### src/rtl/if_fetch_stage_if.sv
// Instruction-memory request/acknowledge bus between the fetch stage and imem.
// The fetch stage is the master; memory answers with ack/rdata, possibly in the req cycle.
interface if_fetch_stage_if;
  logic        req;
  logic [31:0] addr;
  logic        ack;
  logic [31:0] rdata;

  modport master (output req, addr, input ack, rdata);
  modport slave  (input req, addr, output ack, rdata);
endinterface

### src/rtl/if_fetch_stage.sv
// Instruction-fetch stage: owns the PC, talks to variable-latency imem, and feeds IF/ID
// with {pc+4, instruction} or a bubble, honouring stall, redirect and wrong-path discard.
module if_fetch_stage #(
  parameter logic [31:0] RESET_PC = 32'h0000_0000,
  parameter logic [31:0] NOP_INST = 32'h0000_0000
) (
  input  logic                    clk,
  input  logic                    rst,
  input  logic                    stall,
  input  logic                    redirect,
  input  logic [31:0]             redirect_pc,
  if_fetch_stage_if.master        imem,
  output logic [31:0]             pc_out,
  output logic [31:0]             inst_out,
  output logic                    inst_valid
);

  typedef enum logic [1:0] {
    REQ  = 2'd0,
    HOLD = 2'd1,
    DROP = 2'd2
  } state_t;

  state_t      state, state_n;
  logic [31:0] pc, pc_n;
  logic [31:0] req_addr, req_addr_n;
  logic [31:0] hold_inst, hold_inst_n;
  logic [31:0] hold_pc, hold_pc_n;
  logic [31:0] redirect_tgt;

  assign redirect_tgt = redirect_pc & 32'hFFFF_FFFC;
  assign imem.addr    = req_addr;

  // NOTE: every signal driven here gets a default first, so no path leaves one unassigned
  // and no latch is inferred.
  always_comb begin
    state_n     = state;
    pc_n        = pc;
    req_addr_n  = req_addr;
    hold_inst_n = hold_inst;
    hold_pc_n   = hold_pc;
    imem.req    = 1'b0;
    inst_out    = NOP_INST;
    pc_out      = 32'h0;
    inst_valid  = 1'b0;

    unique case (state)
      REQ: begin
        imem.req = 1'b1;
        if (redirect) begin
          pc_n = redirect_tgt;
          if (imem.ack) begin
            req_addr_n = redirect_tgt;
          end else begin
            // Keep the old address on the bus until memory answers, then throw it away.
            state_n = DROP;
          end
        end else if (imem.ack) begin
          inst_out   = imem.rdata;
          pc_out     = req_addr + 32'd4;
          inst_valid = 1'b1;
          if (stall) begin
            hold_inst_n = imem.rdata;
            hold_pc_n   = req_addr;
            state_n     = HOLD;
          end else begin
            pc_n       = req_addr + 32'd4;
            req_addr_n = req_addr + 32'd4;
          end
        end
      end

      HOLD: begin
        if (redirect) begin
          pc_n       = redirect_tgt;
          req_addr_n = redirect_tgt;
          state_n    = REQ;
        end else begin
          inst_out   = hold_inst;
          pc_out     = hold_pc + 32'd4;
          inst_valid = 1'b1;
          if (!stall) begin
            pc_n       = hold_pc + 32'd4;
            req_addr_n = hold_pc + 32'd4;
            state_n    = REQ;
          end
        end
      end

      DROP: begin
        imem.req = 1'b1;
        if (redirect) pc_n = redirect_tgt;
        if (imem.ack) begin
          req_addr_n = redirect ? redirect_tgt : pc;
          state_n    = REQ;
        end
      end

      default: state_n = REQ;
    endcase

    // Reset masks the bus and IF/ID outputs regardless of state.
    if (rst) begin
      imem.req   = 1'b0;
      inst_out   = NOP_INST;
      pc_out     = 32'h0;
      inst_valid = 1'b0;
    end
  end

  // NOTE: state registers use non-blocking assignments so every flop samples the
  // pre-edge values computed above.
  always_ff @(posedge clk) begin
    if (rst) begin
      state     <= REQ;
      pc        <= RESET_PC;
      req_addr  <= RESET_PC;
      hold_inst <= 32'h0;
      hold_pc   <= 32'h0;
    end else begin
      state     <= state_n;
      pc        <= pc_n;
      req_addr  <= req_addr_n;
      hold_inst <= hold_inst_n;
      hold_pc   <= hold_pc_n;
    end
  end

endmodule

### src/flat_wrapper.sv
// flat-port wrapper written by rule: the top's interface ports become plain ports
module if_fetch_stage_flat 
#(
  parameter logic [31:0] RESET_PC = 32'h0000_0000,
  parameter logic [31:0] NOP_INST = 32'h0000_0000
)
  (clk, rst, stall, redirect, redirect_pc, pc_out, inst_out, inst_valid, imem_req, imem_addr, imem_ack, imem_rdata);
  if_fetch_stage_if imem_i ();
  input  logic clk;
  input  logic rst;
  input  logic stall;
  input  logic redirect;
  input  logic [31:0] redirect_pc;
  output logic [31:0] pc_out;
  output logic [31:0] inst_out;
  output logic inst_valid;
  output wire logic [$bits(imem_i.req)-1:0] imem_req;
  output wire logic [$bits(imem_i.addr)-1:0] imem_addr;
  input wire logic [$bits(imem_i.ack)-1:0] imem_ack;
  input wire logic [$bits(imem_i.rdata)-1:0] imem_rdata;
  assign imem_req = imem_i.req;
  assign imem_addr = imem_i.addr;
  assign imem_i.ack = imem_ack;
  assign imem_i.rdata = imem_rdata;
  if_fetch_stage #(.RESET_PC(RESET_PC), .NOP_INST(NOP_INST)) u_core (.clk(clk), .rst(rst), .stall(stall), .redirect(redirect), .redirect_pc(redirect_pc), .imem(imem_i), .pc_out(pc_out), .inst_out(inst_out), .inst_valid(inst_valid));
endmodule
### config.mk
export PLATFORM = sky130hd
export DESIGN_NAME = if_fetch_stage_flat
export DESIGN_NICKNAME = d
export VERILOG_FILES = /design/src/rtl/if_fetch_stage_if.sv /design/src/rtl/if_fetch_stage.sv /design/src/flat_wrapper.sv
export SDC_FILE = /design/constraint.sdc
export NUM_CORES = 1
export LEC_CHECK = 0
export BUFFER_PORTS_ARGS = -buffer_cell sky130_fd_sc_hd__buf_2
export CELL_PAD_IN_SITES_DETAIL_PLACEMENT = 0
export CELL_PAD_IN_SITES_GLOBAL_PLACEMENT = 1
export CORE_ASPECT_RATIO = 1.25
export CORE_UTILIZATION = 25
export CTS_CLUSTER_DIAMETER = 150
export CTS_CLUSTER_SIZE = 16
export DETAILED_ROUTE_END_ITERATION = 10
export HOLD_SLACK_MARGIN = 0.15
export MAX_ROUTING_LAYER = met4
export PLACE_DENSITY = 0.57
export SYNTH_ARGS = -nofsm -noshare
export SYNTH_HDL_FRONTEND = slang
export SYNTH_SLANG_ARGS = --single-unit
### constraint.sdc
create_clock -name clk -period 2.4 [get_ports clk]
set_input_delay 0.12 -clock clk [delete_from_list [all_inputs] [get_ports clk]]
set_output_delay 0.12 -clock clk [all_outputs]
set_load 0.03 [all_outputs]
# ---- Word level (Yosys, flattened, before mapping)
# Cells that the tools add are included.
# W data, S select, Z words.
dict set report word_totals {
  reg_bits 130
  in_bits 69
  out_inout_bits 98
}
dict set report classes {
  addsub 2
  n_eq_ne 9
  mux 36
  bitwise_logic 1
  reduce_logical 7
}
# operator n
set op_table {}
lappend op_table {{$mux W32} 17}
lappend op_table {{$pmux W32 S3} 2}
lappend op_table {{$pmux W32 S2} 2}
lappend op_table {{$add A32 B3 Y32 const B} 2}
lappend op_table {{$ne A3 B3 Y1 const B} 5}
lappend op_table {{$mux W2} 7}
lappend op_table {{$reduce_and A5 Y1} 2}
lappend op_table {{$reduce_and A4 Y1} 2}
lappend op_table {{$mux W1} 6}
lappend op_table {{$pmux W2 S3} 1}
lappend op_table {{$ne A2 B2 Y1 const B} 2}
lappend op_table {{$reduce_bool A3 Y1} 1}
lappend op_table {{$eq A2 B1 Y1 const B} 1}
lappend op_table {{$eq A2 B2 Y1 const B} 1}
lappend op_table {{$logic_not A2 Y1} 1}
lappend op_table {{$pmux W1 S2} 1}
lappend op_table {{$reduce_or A2 Y1} 1}
lappend op_table {{$not A1 Y1} 1}

# ---- Logic depth before layout (Yosys ltp)
dict set report depth {
  depth_word 5
  depth_mapped 11
  mapped_depth_nobuf 8
}

# ---- Worst setup path after synthesis
# No wires, ideal clock.
dict set report synth_path {
  path_kind {flip-flop to output port}
  from {register u_core.req_addr[5], in the netlist u_core.imem.addr[5]}
  to {output pc_out[23]}
  arrival_ps 2369
  path_slack_ps -89
  stages_incl_launch_ff 9
  cell_sequence {dfxtp_1 -> buf_2 -> nand4_2 -> or2_1 -> buf_6 -> or4_4 -> xnor2_2 -> a22oi_1 -> nor2_1}
}
dict set report synth_between {
  elab_chain_len 5
}
# item line
set synth_rtl {}
lappend synth_rtl {{start, declared} if_fetch_stage.sv:26} ;# logic [31:0] req_addr, req_addr_n;
lappend synth_rtl {{start signal, assigned} if_fetch_stage.sv:123} ;# req_addr <= req_addr_n;
lappend synth_rtl {{$add A32 B3 Y32} if_fetch_stage.sv:60} ;# pc_out = req_addr + 32'd4;
lappend synth_rtl {{$mux W32} if_fetch_stage.sv:58} ;# end else if (imem.ack) begin
lappend synth_rtl {{$mux W32} if_fetch_stage.sv:50} ;# if (redirect) begin
lappend synth_rtl {{$pmux W32 S2} if_fetch_stage.sv:47} ;# unique case (state)
lappend synth_rtl {{$mux W32} if_fetch_stage.sv:103} ;# if (rst) begin
lappend synth_rtl {{end, declared} flat_wrapper.sv:14} ;# output logic [31:0] pc_out;
# No other way between the ends.

# ---- Final worst setup path
dict set report layout_path {
  from {register u_core.req_addr[11], in the netlist u_core.imem.addr[11]}
  to {output pc_out[23]}
}
# Same word-level chain as after synthesis.

==> metrics.md <==
| Metric | Value |
|---|---|
| Status | finished, violations left |
| Failing checks | negative setup slack |
| Largest cells by area after synthesis | dfxtp_1, nand2_1, a21oi_1 |
| CP Capture Type | output port |
| Worst setup margin | -0.05475 ns |
| Post-Synth XOR/XNOR Area | 0.04683 |
| Worst clock skew | between 0.009 and 0.01 ns |
| Reg2Reg Setup Slack | around 0.15 ns |
| GR Util All Layers | 0.2222 |
| Overall power | 7.118 mW |
| DRT Pass-1 Iters | 5 |
| EDFF count, synth | 0 |
| Share of the yosys chip area belonging to registers | 0.3406 |
| Met1 GRT Util | 0.2815 |
| Combinational Power Share | 0.316 |
| Leakage | around 4.6 nW |
| Met3 usage | 0.03115 |
| Largest family of logic cells by synthesized area | simple AND/OR/NAND/NOR gates |
| R2r startpoint | u_core.state[0] |
| Clock transition at path regs | 0.06 ns |
| Maximum root-to-sink buffer count | 2 |
| Die width | ~160 µm |
| Root Buffer | clkbuf_16 |
| Clk pwr share | 0.330 |
| Post-Synthesis Cells | 1064 |
| Share of layout cells above drive strength 1 | 0.3409 |
| Inst Count DP | about 1600 |
| WP data arrival | around 2.3 ns |
| Family with the most delay on the worst path | simple AND/OR/NAND/NOR gates |
| GP Congestion | between 0.8 and 0.9 |
| DRT antenna net count | 0 |
| Global-route wire length before repair | between 50000 and 60000 µm |
| RSZ-0062 raised after global routing | true |
| Max Fclk | around 400 MHz |
| FP Rows | 71 |
| Post-synth ARST share | 0 |
| Endpoint, Worst Hold | u_core.imem.addr[15] |
| Yosys warning total | 0 |
| Crit path kind | reg2out |
| Synth top cells by count | nand2_1, dfxtp_1, nor2_1 |
| Critical-path maximum fanout | 3 |
| Vias in the first global route | around 8800 |
| Largest net degree at the start of global routing | slightly above 100 |
| Avg Cell Area, Syn | 7.181 µm² |
| R2r endpoint | u_core.pc[25] |
| Area leader, netlist | dfxtp_1 |
| Final instance area | about 0.011 mm² |
| HP Start | redirect_pc[15] |
| Core box area | about 0.030 mm² |
| Post-synth cell types | 63 |
| CP Launch Type | register |
| Worst Tran Pin Value | between 0.6 and 0.7 ns |
| Clk sink count | 130 |
| Internal power | roughly 4.5 mW |
| Most Crowded Layer GR | met2 |
| Slowest stage cell, crit path | or4_4 |
| Dpl hpwl | between 20000 and 25000 µm |
| Synth Area in Compound Gates | 0.2703 |
| Met2 Use GR | 0.3587 |
| H-tree level count | 4 |
| Global route overflow | 0 |
| Max Cap Viol | 0 |
| Sw power | around 2.6 mW |
| Initial Util | 0.2537 |
| Post-Route WL | 33980 µm |
| Slew Viols, Final | 0 |
| Max transition margin | 0.5619 |
| Syn Nets | between 1000 and 1500 |
| Final hold violation count | 0 |
| Sw Share | 0.3629 |
| DRC Markers | 0 |
| Buf/Inv on CP | 1 |
| Worst path required time | between 2 and 2.5 ns |
| Share of Yosys cell area claimed by the top area cell type | 0.3406 |
| CP cell instances | nand4_1, or3_4, or4_4, xnor2_2, a22oi_2, nor2_2, buf_6 |
| Ant diodes | 0 |
| Die area | ~0.031 mm² |
| Clk Latency, worst-skew pair | ~0.43 ns |
| Die height | slightly below 200 µm |
| CP peak stage delay | 0.43 ns |
| WL/cell | about 19 µm |
| TritonCTS clock tree | done |
| Post-layout min period | between 2 and 2.5 ns |
| Multiplexer share of the synthesized area | 0.005404 |
| Reg2reg path depth | 9 |
| Port bufs | approximately 160 |
| Tcrit/Tclk final | 1.023 |
| Power Dens Cells | between 600 and 700 mW/mm² |
| Final setup viols | 3 |
| Placed cell area | around 0.0095 mm² |
| Via count | 9173 |
| Count of non-filler cells in the finished layout | between 1500 and 2000 |
| Post-synth top flop | dfxtp_1 |
| Via density per instance | 5.206 |
| Top-count cell post-synth | nand2_1 |
| Cell Area, Synth | 0.007641 mm² |
| Flops & latches, synth | 130 |
| I/O pin count | ~170 |
| Iteration-0 DRC Markers | around 550 |
| Hold path depth | 5 |
| Antenna violations before repair | 0 |
| Synth Area in Simple Gates | 0.2730 |
| Layout area overhead | 49.81% |
| VDD IR max | approximately 0.42 mV |
| HP Class | in2reg |
| Fraction of the mapped netlist area in adder cells | 0.009825 |
| Nets | roughly 1400 |
| Inserted Clock Buffers | 17 |
| Sequential Power Share | 0.354 |
## layer usage
| metal | up-vias | wire, µm |
|---|---|---|
| met2 | 271 | 16350 |
| met5 | - | 0 |
| li1 | 4406 | - |
| met3 | 49 | 1538 |
| met4 | 0 | 773 |
| met1 | 4447 | 15310 |
## how the worst max path moves through the flow
stage                         startpoint           end  slack [ns]  depth (start not counted)
floorplan            u_core.imem.addr[2]    pc_out[20]        0.03                          8
global placement         u_core.state[0]  inst_out[22]        0.02                          6
detailed placement       u_core.state[0]  inst_out[23]      -0.004                          6
CTS                 u_core.imem.addr[10]    pc_out[23]       -0.11                          7
global route         u_core.imem.addr[3]    pc_out[30]       -0.13                          9
finish              u_core.imem.addr[11]    pc_out[23]       -0.05                          7
## through the flow
step	setup WS (ns)	utilization	setup TNS (ns)	hold WS [ns]
floorplan	0.03008	-	0	0.2560
global placement	0.01750	0.3165	0	0.3736
detailed placement	-0.003747	0.3165	-0.003747	0.3783
CTS	-0.1112	0.3667	-0.1295	0.1503
global route	-0.1274	0.3801	-0.8538	0.1787
finish	-0.05475	0.3801	-0.07401	0.1632
## repair_timing
item                       in CTS  in global routing
hold buffers                   44                  0
setup endpoints to repair      63                 21
setup buffers                  24                 27
gates resized for setup       110                 58
hold endpoints to repair       53                  0
pin swaps                      24                 35
## flip-flops by register name, indices dropped and copies added, names as in the netlist
register          count
u_core.state          2
u_core.hold_inst     32
u_core.pc            32
u_core.imem.addr     32
u_core.hold_pc       32
## power groups by stage
stage	Sequential, mW	Combinational, mW	Clock (mW)
after floorplan	2.72	0.998	0
after global placement	2.55	2.05	0
after detailed placement	2.55	2.05	0
after CTS	2.52	2.19	2.41
after global routing	2.55	2.42	2.49
final	2.52	2.25	2.35
## cells in the final DEF, fill, tap and decap left out, types with 16 or more instances in the layout
cell type / count
a211oi_1: 29
a21oi_1: 95
a22oi_1: 41
buf_2: 145
buf_4: 142
buf_6: 17
clkbuf_16: 17
dfxtp_1: 99
dfxtp_2: 17
dlygate4sd3_1: 44
nand2_1: 186
nand3_1: 57
nand4_1: 17
nor2_1: 118
o21ai_0: 44
xnor2_1: 16
## cells by family (layout without fill, tap and decap cells)
family / count (synthesis) / count (layout)
xor+xnor: 40 / 40
mux: 4 / 4
buf+inv: 103 / 400
compound gates: 316 / 316
simple gates: 465 / 465
flops: 130 / 130
fa+ha+maj: 6 / 6
## worst register-to-register path: cells and delay by family, from the launching register on
kind,cells,cell delay [ns]
AND/OR/NAND/NOR,3,0.59
AO/OA/AOI/OAI,3,0.55
flip-flops,1,0.40
buffers and inverters,2,0.31
adder cells (fa/ha/maj),1,0.29
## final cells by class
class	count	area, µm²
Clock buffer	19	442.9
Clock inverter	11	67.56
Fill cell	3217	18670
Inverter	11	41.29
Multi-Input combinational cell	831	5074
Sequential cell	130	2676
Tap cell	401	501.7
Timing Repair Buffer	359	2644
(Power assumes the default switching activity.)
